### src/rtl/wb_hr_write_buffer.sv
// wb_hr_write_buffer: posted-write buffer in front of the HyperRAM driver.
// Writes are acked on entry to a small FIFO and drained in order in the
// background. Reads wait until the FIFO is empty and the downstream port is
// idle, then pass straight through, which keeps read-after-write ordering.
// Optional status outputs (level/busy) are enabled with `WB_HR_WBUF_STATUS_EN.
module wb_hr_write_buffer #(
  parameter int DEPTH = 4,
  parameter int AW    = 32
) (
  input  logic          wb_clk_i,
  input  logic          wb_rst_i,
  input  logic          wbs_cyc_i,
  input  logic          wbs_stb_i,
  input  logic          wbs_we_i,
  input  logic [3:0]    wbs_sel_i,
  input  logic [AW-1:0] wbs_adr_i,
  input  logic [31:0]   wbs_dat_i,
  output logic          wbs_ack_o,
  output logic [31:0]   wbs_dat_o,
  output logic          wbm_cyc_o,
  output logic          wbm_stb_o,
  output logic          wbm_we_o,
  output logic [3:0]    wbm_sel_o,
  output logic [AW-1:0] wbm_adr_o,
  output logic [31:0]   wbm_dat_o,
  input  logic          wbm_ack_i,
  input  logic [31:0]   wbm_dat_i
`ifdef WB_HR_WBUF_STATUS_EN
  ,
  output logic [$clog2(DEPTH):0] wbuf_level_o,
  output logic                   wbuf_busy_o
`endif
);

  localparam int PW = $clog2(DEPTH);
  localparam int CW = PW + 1;
  localparam logic [CW-1:0] FULL = CW'(DEPTH);

  typedef enum logic [1:0] {ST_IDLE, ST_WR, ST_RD} state_e;

  logic [AW-1:0] adr_mem [DEPTH];
  logic [3:0]    sel_mem [DEPTH];
  logic [31:0]   dat_mem [DEPTH];

  logic [PW-1:0] wr_ptr_q, rd_ptr_q, rd_nxt;
  logic [CW-1:0] count_q;
  state_e        state_q;
  logic          ack_q, abort_q;
  logic [31:0]   rdat_q;
  logic          cyc_q, we_q;
  logic [3:0]    sel_q;
  logic [AW-1:0] adr_q;
  logic [31:0]   wdat_q;

  logic req, push, pop, rd_go;

  // A held strobe is masked while our own ack is up so it is taken only once.
  assign req    = wbs_cyc_i & wbs_stb_i & ~ack_q;
  // Full is judged on the registered count: a pop never frees a slot for the same cycle.
  assign push   = req & wbs_we_i & (count_q != FULL);
  assign pop    = (state_q == ST_WR) & wbm_ack_i;
  assign rd_go  = req & ~wbs_we_i & (count_q == '0) & (state_q == ST_IDLE);
  assign rd_nxt = rd_ptr_q + PW'(1);

  // FIFO storage, no reset needed: contents are only read below the count.
  always_ff @(posedge wb_clk_i) begin
    if (push) begin
      adr_mem[wr_ptr_q] <= wbs_adr_i;
      sel_mem[wr_ptr_q] <= wbs_sel_i;
      dat_mem[wr_ptr_q] <= wbs_dat_i;
    end
  end

  // FIFO pointers and occupancy.
  always_ff @(posedge wb_clk_i or posedge wb_rst_i) begin
    if (wb_rst_i) begin
      wr_ptr_q <= '0;
      rd_ptr_q <= '0;
      count_q  <= '0;
    end else begin
      if (push) wr_ptr_q <= wr_ptr_q + PW'(1);
      if (pop)  rd_ptr_q <= rd_nxt;
      case ({push, pop})
        2'b10:   count_q <= count_q + CW'(1);
        2'b01:   count_q <= count_q - CW'(1);
        default: count_q <= count_q;
      endcase
    end
  end

  // Downstream FSM with registered bus outputs and the upstream ack/data.
  always_ff @(posedge wb_clk_i or posedge wb_rst_i) begin
    if (wb_rst_i) begin
      state_q <= ST_IDLE;
      ack_q   <= 1'b0;
      rdat_q  <= '0;
      abort_q <= 1'b0;
      cyc_q   <= 1'b0;
      we_q    <= 1'b0;
      sel_q   <= '0;
      adr_q   <= '0;
      wdat_q  <= '0;
    end else begin
      ack_q <= push;
      case (state_q)
        ST_IDLE: begin
          // Queued writes always go before a waiting read.
          if (count_q != '0) begin
            state_q <= ST_WR;
            cyc_q   <= 1'b1;
            we_q    <= 1'b1;
            adr_q   <= adr_mem[rd_ptr_q];
            sel_q   <= sel_mem[rd_ptr_q];
            wdat_q  <= dat_mem[rd_ptr_q];
          end else if (rd_go) begin
            state_q <= ST_RD;
            cyc_q   <= 1'b1;
            we_q    <= 1'b0;
            adr_q   <= wbs_adr_i;
            sel_q   <= wbs_sel_i;
            abort_q <= 1'b0;
          end
        end
        ST_WR: begin
          if (wbm_ack_i) begin
            // Keep strobing straight into the next entry when one is queued.
            if (count_q > CW'(1)) begin
              adr_q  <= adr_mem[rd_nxt];
              sel_q  <= sel_mem[rd_nxt];
              wdat_q <= dat_mem[rd_nxt];
            end else begin
              state_q <= ST_IDLE;
              cyc_q   <= 1'b0;
              we_q    <= 1'b0;
            end
          end
        end
        ST_RD: begin
          // Once the master walks away the read is finished silently.
          if (!wbs_cyc_i) abort_q <= 1'b1;
          if (wbm_ack_i) begin
            state_q <= ST_IDLE;
            cyc_q   <= 1'b0;
            if (wbs_cyc_i && !abort_q) begin
              rdat_q <= wbm_dat_i;
              ack_q  <= 1'b1;
            end
          end
        end
        default: begin
          state_q <= ST_IDLE;
          cyc_q   <= 1'b0;
          we_q    <= 1'b0;
        end
      endcase
    end
  end

  assign wbs_ack_o = ack_q;
  assign wbs_dat_o = rdat_q;
  assign wbm_cyc_o = cyc_q;
  assign wbm_stb_o = cyc_q;
  assign wbm_we_o  = we_q;
  assign wbm_sel_o = sel_q;
  assign wbm_adr_o = adr_q;
  assign wbm_dat_o = wdat_q;

`ifdef WB_HR_WBUF_STATUS_EN
  assign wbuf_level_o = count_q;
  assign wbuf_busy_o  = (count_q != '0) | (state_q != ST_IDLE);
`endif

endmodule
### config.mk
export PLATFORM = sky130hd
export DESIGN_NAME = wb_hr_write_buffer
export DESIGN_NICKNAME = d
export VERILOG_FILES = /design/src/rtl/wb_hr_write_buffer.sv
export SDC_FILE = /design/constraint.sdc
export NUM_CORES = 1
export LEC_CHECK = 0
export ABC_AREA = 1
export CORE_UTILIZATION = 51
export CTS_CLUSTER_DIAMETER = 30
export DETAILED_ROUTE_END_ITERATION = 8
export GPL_TIMING_DRIVEN = 0
export PLACE_DENSITY = 0.77
export SYNTH_ARGS = -nofsm -noshare
export SYNTH_HDL_FRONTEND = slang
export SYNTH_SLANG_ARGS = --single-unit
### constraint.sdc
create_clock -name wb_clk_i -period 4 [get_ports wb_clk_i]
set_input_delay 0.8 -clock wb_clk_i [delete_from_list [all_inputs] [get_ports wb_clk_i]]
set_output_delay 0.8 -clock wb_clk_i [all_outputs]
set_load 0.01 [all_outputs]
== Word level (Yosys, flattened, before mapping) ==
Memory sizes are Yosys's and may differ from the RTL's.
Cells that the tools add are included.
Storage, ports and cells
  bits in writable memories: 272
  memories: 3
  logic and storage cells: 97
  output and inout bits: 104
  bits in registers: 113
  input bits: 106
Memories
  adr_mem: words 4, bits a word 32, rd ports 2, clocked after Yosys merged registers in 0, wr ports 1, line 41  | logic [AW-1:0] adr_mem [DEPTH];
  dat_mem: words 4, bits a word 32, rd ports 2, clocked after Yosys merged registers in 0, wr ports 1, line 43  | logic [31:0] dat_mem [DEPTH];
  sel_mem: words 4, bits a word 4, rd ports 2, clocked after Yosys merged registers in 0, wr ports 1, line 42  | logic [3:0] sel_mem [DEPTH];
Cells by class
  equal/unequal tests: 14
  add/subtract/negate cells: 4
  magnitude comparators: 1
  reductions and logical operators: 14
  multiplexer cells: 38
  bitwise operators: 11
Operator list (number)
  $mux 32: 7
  $pmux 32 s2: 2
  $reduce_and 4->1: 5
  $mux 4: 4
  $mux 1: 14
  $ne 2x2->1 const B: 6
  $mux 2: 5
  $and 1x1->1: 8
  $pmux 4 s2: 1
  $pmux 1 s3: 2
  $pmux 2 s3: 1
  $pmux 3 s2: 1
  $reduce_bool 2->1: 3
  $add 2x1->2 const B: 2
  $eq 2x1->1 const B: 2
  $eq 2x2->1 const B: 2
  $ne 2x1->1 const B: 2
  $add 3x1->3 const B: 1
  $gt 3x1->1 const B: 1
  $logic_not 3->1: 1
  $ne 3x2->1 const B: 1
  $ne 3x3->1 const B: 1
  $not 1->1: 3
  $reduce_and 3->1: 1
  other kinds (6): 6

== Logic depth before layout (Yosys ltp) ==
Gate-level depths: netlist of the first run.
  word-level depth: 8
  gate-level depth with buffers: 11
  depth with buffers taken out: 10

== Least setup slack after synthesis of the first run ==
OpenSTA, ideal clock, no wires.
  path kind: in2reg
  start point: input port wbs_cyc_i
  end point: memory adr_mem[0][0], enable pin
  stages on the path: 4
  buffers on the path: 0
  slack: -0.613 ns
  data arrival time: 4.118 ns
  required time: 3.505 ns
  library setup time: 0.495 ns
  cells stage by stage: nand2_1 -> nor2_1 -> nand3_1 -> nor2_1
Between the ends
  word-level cells in the longest chain between the ends: 6
RTL lines
  start, declared: line 12  | input logic wbs_cyc_i,
  $and 1x1->1 (2 in series): line 58  | assign req = wbs_cyc_i & wbs_stb_i & ~ack_q;
  $and 1x1->1 (2 in series): line 60  | assign push = req & wbs_we_i & (count_q != FULL);
  $mux 1: line 67  | if (push) begin
  $mux 1 (implied by the code): line 68  | adr_mem[wr_ptr_q] <= wbs_adr_i;
  end, declared: line 41
No other way between the ends.

== Final worst setup path of the first run ==
  start point: input port wbs_cyc_i
  end point: memory adr_mem[3][10], enable pin
The elaborated chain is that of the path after synthesis.

==> results of run 1 <==
## synth_stat cells, types with 4 or more instances
| master | count | area (um2) |
|---|---|---|
| a21oi_1 | 94 | 470 |
| buf_1 | 7 | 26.3 |
| buf_2 | 64 | 320 |
| buf_4 | 18 | 135 |
| buf_6 | 7 | 78.8 |
| clkbuf_1 | 29 | 109 |
| dfrtp_1 | 113 | 2830 |
| edfxtp_1 | 272 | 8170 |
| ha_1 | 9 | 113 |
| inv_1 | 107 | 402 |
| inv_2 | 8 | 30.0 |
| nand2_1 | 826 | 3100 |
| nand2_2 | 5 | 31.3 |
| nand3_1 | 218 | 1090 |
| nand4_1 | 36 | 225 |
| nor2_1 | 10 | 37.5 |
| nor2_2 | 4 | 25.0 |
| o211ai_1 | 43 | 323 |
| o21ai_0 | 69 | 345 |
| o21ai_1 | 8 | 40.0 |
## worst max-delay path: stages
cell	delay, ns
clkdlybuf4s50_1	0.54
nand2_1	0.07
nor2_1	0.20
nand3_1	0.49
nor2_4	0.88
buf_12	0.30
buf_12	0.21
## per-layer routing
metal / GRT usage (%) / vias up / part of all wire (%)
li1: - / 7209 / -
met1: 39.1 / 7455 / 37
met2: 48.0 / 1305 / 46
met3: 6.77 / 258 / 13
met4: 16.2 / 6 / 4.7
met5: 0 / - / 0.077
## cells by family after synthesis
kind of cell | count (synthesis)
and+or+nand+nor | 1107
buffers and inverters | 241
adders and majority gates | 9
AOI/OAI and AO/OA | 216
DFF | 385
xor gates and xnor gates | 5
## registers in the layout (all words and copies together) (netlist names)
| register | count |
|---|---|
| sel_mem | 16 |
| wbm_sel_o | 4 |
| wbs_dat_o | 32 |
| dat_mem | 128 |
| wbm_adr_o | 32 |
| wbm_cyc_o | 1 |
| count_q | 3 |
| rd_ptr_q | 2 |
| state_q | 2 |
| abort_q | 1 |
| adr_mem | 128 |
| wbs_ack_o | 1 |
| wbm_dat_o | 32 |
| wr_ptr_q | 2 |
| wbm_we_o | 1 |
## final cells by class
class | instances | area, um2
fillers | 2504 | 11000
clock buffers | 104 | 2250
clock inverters | 44 | 531
diodes | 2 | 5.00
plain buffers | 125 | 669
repair buffers | 218 | 2280
multi-input cells | 1337 | 5980
inverters | 116 | 443
well taps | 455 | 569
flip-flops and latches | 385 | 11000
## power by group
| group | internal (uW) | leakage [uW] | total [uW] | switching (uW) |
|---|---|---|---|---|
| logic | 3150 | 0.00504 | 9170 | 6020 |
| clock network | 4600 | 0.00135 | 6730 | 2130 |
| registers | 4980 | 0.00387 | 5310 | 333 |
## stage by stage
stage	worst slack (ns)	utilization [%]
floorplan	-0.613	-
global placement	-3.80	59.7
detailed placement	0.124	60.3
CTS	0.692	68.3
global route	0.613	68.3
finish	0.743	68.3
## path summary, 6_finish.rpt
path,from,to,slack [ns],depth (start not counted)
max reg2reg,count_q[0]$_DFFE_PP0P_,adr_mem[3][10]$_DFFE_PP_,1.01,7
max,wbs_cyc_i,adr_mem[3][10]$_DFFE_PP_,0.74,7
min reg2reg,wbm_dat_o[1]$_DFFE_PP0P_,wbm_dat_o[1]$_DFFE_PP0P_,0.48,2
min in group asynchronous,wb_rst_i,wbm_dat_o[25]$_DFFE_PP0P_,0.62,2
min,wbm_dat_o[1]$_DFFE_PP0P_,wbm_dat_o[1]$_DFFE_PP0P_,0.48,2
max in group asynchronous,wb_rst_i,wbm_adr_o[11]$_DFFE_PP0P_,2.63,3
==> impl_results.md, run 1 <==
* Row cnt at 68
* Final instance area at 23700 um2
* Vias in the first global route at 16.0k
* Die Height at 190 um
* Min Hold Slack at 0.478 ns
* Count of cell types in the netlist at 31
* CTS resizes at 0
* Max Cap Viol at 0
* Synth Warn # at 0
* Post-Syn Instances at 1963
* Avg Vias per Cell at 5.83
* Initial Util at 52.0%
* CP endpoint kind: flop
* Max Clk Rate at 307 MHz
* Hold buffer count at cts at 0
* Post-Synth Adder-Cell Area at 0.624%
* Status: finished, final reports clean
* Post-Synth Simple-Gate Area at 25.4%
* First-pass GRT wire length at 84.4 mm
* Core area at 34700 um2
* Critical path type: input pin to flop
* Clock root buffer: clkbuf_16
* Most frequent cells in the layout: nand2_1 (826), edfxtp_1 (272), nand3_1 (218)
* Vias after detailed routing at 16.2k
* Crit Path Max Fanout at 24
* WL/cell at 19.7 um
* Post-synth EDFFs at 272
* Synth Area in Compound Gates at 6.67%
* Synth async-reset ratio at 29.4%
* Initial DRT Pass Iterations at 9
* Cell area after synthesis at 18100 um2
* Final period utilization at 81.4%
* Total Negative Setup Slacks at 0 ns
* Placed cell areas at 20900 um2
* Max Transition Viols Final at 0
* Arrival time worst endpoint at 3.53 ns
* Worst-path clk slew at 0.05 ns
* Cts bufs inserted at 80
* Slew headroom at 39.2%
* Layout area overhead at 31.4%
* Clock sink count at 385
* Final hold vios at 0
* Avg Cell Area, Syn at 9.20 um2
* # DRC at 0
* PD cells at 894 nW/um2
* Routed Antenna Nets at 0
* Largest family of logic cells by synthesized area: simple AND/OR/NAND/NOR gates
* Final Non-Filler Cells at 2786
* Post-Syn Nets at 2078
* Die Area at 36200 um2
* Initial antenna violation count at 5
* # setup viols final at 0
* Largest net degree at the start of global routing at 72
* Leak at 0.0103 uW
* Seq/Total Area, Yosys at 60.9%
* Synthesis-stage register bit count at 385
* Max VDD drop at 0.479 mV
* CP Launch Type: input pin
* Tot Pwr at 21200 uW
* I/O pins at 210
* Commonest non-fill, non-tap cell in the layout: nand2_1
* Tmin final at 3.26 ns
* Overflow after GRT at 0
* Proportion of synthesized area in mux cells at 0%
* Worst EP required at 4.27 ns
* Cell count after placement at 2636
* Final wirelength at 54.9 mm
* Die width at 190 um
* RSZ-0062 raised after global routing: no
* Clk_skew at 0.0208 ns
* Dpl hpwl at 35.2 mm
* Share of layout cells above drive strength 1 at 10.9%
* Worst min path class: flop to flop
* Port Buffers at 209
* Worst-margin pin slew at 0.909 ns
* GP Congestion at 0.866
* Total track usage at 30.4%
* Postcts setup bufs at 0
* XOR/XNOR share of the synthesized area at 0.243%
* Clock buffer depth at 3
* H-tree depth at 3
* Most used flip-flop cell after synthesis: edfxtp_1
* Final #Nets at 2378
* First-iteration detailed-routing DRC count at 2152
* Clk_lat worst skew at 0.59 ns
* CTS tree: built
No activity file was read; power rests on OpenSTA's default activity.
==> run 2: changes to the inputs <==
==> constraint.sdc (replaced) <==
create_clock -name wb_clk_i -period 2.87 [get_ports wb_clk_i]
set_input_delay 0.574 -clock wb_clk_i [delete_from_list [all_inputs] [get_ports wb_clk_i]]
set_output_delay 0.574 -clock wb_clk_i [all_outputs]
set_load 0.01 [all_outputs]
==> impl_results.md, run 2 (synthesis results as in run 1) <==
* Total Negative Setup Slacks at 0 ns
* Initial DRT Pass Iterations at 6
* Final hold vios at 0
* Share of layout cells above drive strength 1 at 11.0%
* Initial antenna violation count at 3
* Clk_lat worst skew at 0.59 ns
* Max Cap Viol at 0
* Clock sink count at 385
* WL/cell at 19.9 um
* Arrival time worst endpoint at 2.96 ns
* First-pass GRT wire length at 86.1 mm
* Max Transition Viols Final at 0
* Worst-path clk slew at 0.05 ns
* Commonest non-fill, non-tap cell in the layout: nand2_1
* GP Congestion at 0.852
* Vias in the first global route at 16.2k
* PD cells at 1230 nW/um2
* I/O pins at 210
* Row cnt at 68
* Hold buffer count at cts at 0
* Most frequent cells in the layout: nand2_1 (826), edfxtp_1 (272), nand3_1 (218)
* Slew headroom at 47.0%
* Min Hold Slack at 0.394 ns
* Clock root buffer: clkbuf_16
* # setup viols final at 0
* Clock buffer depth at 3
* Die Height at 190 um
* Final #Nets at 2382
* Die width at 190 um
* Routed Antenna Nets at 0
* Cts bufs inserted at 77
* Switching share of power at 40.8%
* Largest net degree at the start of global routing at 36
* Max Clk Rate at 370 MHz
* Die Area at 36200 um2
* Leak at 0.0102 uW
* Dpl hpwl at 35.7 mm
* Top Registers: adr_mem: 128 flops, dat_mem: 128 flops
* # DRC at 0
* Multi-input gate area at 5990 um2
* Critical path type: input pin to flop
* Diode count at 0
* Clk_skew at 0.0223 ns
* Status: finished, final reports clean
* Final period utilization at 94.1%
* CTS tree: built
* H-tree depth at 3
* Crit Path Max Fanout at 27
* Core area at 34700 um2
* CP Launch Type: input pin
* Design internal power at 17200 uW
* Total track usage at 30.9%
* Worst-margin pin slew at 0.794 ns
* Combinational Power Share at 44.1%
* Overflow after GRT at 0
* Vias after detailed routing at 16.2k
* RSZ-0062 raised after global routing: no
* Final wirelength at 55.5 mm
* Worst min path class: input pin to asynchronous set/reset pin
* Port Buffers at 209
* Register Area at 11000 um2
* Avg Vias per Cell at 5.81
* Fillers at 2537
* Layout area overhead at 30.8%
* Tmin final at 2.70 ns
* Worst EP required at 3.13 ns
* Initial Util at 52.0%
* Reg power frac at 25.4%
* Clock power share at 30.5%
* Max VDD drop at 0.662 mV
* Switching pwr at 11800 uW
* CP endpoint kind: flop
* First-iteration detailed-routing DRC count at 2379
==> run 2: worst paths after layout <==
kind / from / end / slack [ns] / cells past startpoint
worst max-delay path: wbs_cyc_i / adr_mem[3][9]$_DFFE_PP_ / 0.17 / 6
worst min-delay path: wb_rst_i / wbs_dat_o[5]$_DFFE_PP0P_ / 0.39 / 2
worst max register to register: count_q[0]$_DFFE_PP0P_ / adr_mem[3][9]$_DFFE_PP_ / 0.18 / 6
worst min register to register: wbm_dat_o[15]$_DFFE_PP0P_ / wbm_dat_o[15]$_DFFE_PP0P_ / 0.48 / 2
max in group asynchronous: wb_rst_i / wbm_dat_o[0]$_DFFE_PP0P_ / 1.89 / 3
min in group wb_clk_i: wbm_dat_o[15]$_DFFE_PP0P_ / wbm_dat_o[15]$_DFFE_PP0P_ / 0.48 / 2
==> run 2: layout make-up <==
class	count	area share [%]
Multi-Input combinational cell	1338	25.4
Tap cell	455	2.41
Clock inverter	46	2.01
Clock buffer	98	8.98
Buffer	125	2.83
Timing Repair Buffer	224	9.97
Inverter	116	1.87
Sequential cell	385	46.6
==> run 2: worst max-delay path, cell delays in order <==
cell and delay, ns:
clkdlybuf4s50_1 0.51, nand2_1 0.06, nor2_1 0.20, nand3_1 0.53, nor2_4 0.75, buf_12 0.30
==> run 2: stage by stage <==
step / cell area [um2] / power [uW] / worst slack, ns / util [%] / std cells
2_1_floorplan: 18100 / 15100 / -0.435 / - / 1963
3_3_place_gp: 20700 / 19400 / -2.65 / 59.7 / 2627
3_5_place_dp: 21000 / 19800 / -0.699 / 60.4 / 2638
4_1_cts: 23600 / 28800 / 0.0620 / 67.9 / 2783
5_1_grt: 23600 / 30500 / 0.00573 / 68.0 / 2787
6_report: 23600 / 29100 / 0.170 / 68.0 / 2787
==> run 2: power groups by stage <==
stage          Combinational, uW  Clock (uW)  Sequential (uW)
2_1_floorplan               7370           0             7700
3_3_place_gp               11900           0             7470
5_1_grt                    13800        9180             7480
4_1_cts                    12500        8890             7400
3_5_place_dp               12300           0             7470
6_report                   12800        8860             7390
==> run 2: repair_timing <==
item                                    4_1_cts  5_1_grt
pin swaps                                     1        2
resized for setup                             0        0
endpoints found under the hold margin         0        0
gates cloned                                  1        0
setup buffers                                 0        4
endpoints found under the setup margin       28       60
==> run 2: layer usage <==
| metal | vias up | track usage (%) | part of all wire (%) |
|---|---|---|---|
| met2 | 1278 | 49.1 | 46 |
| met1 | 7514 | 38.8 | 36 |
| li1 | 7208 | - | - |
| met4 | 6 | 15.8 | 4.0 |
| met3 | 198 | 8.26 | 13 |
| met5 | - | 0 | 0.065 |
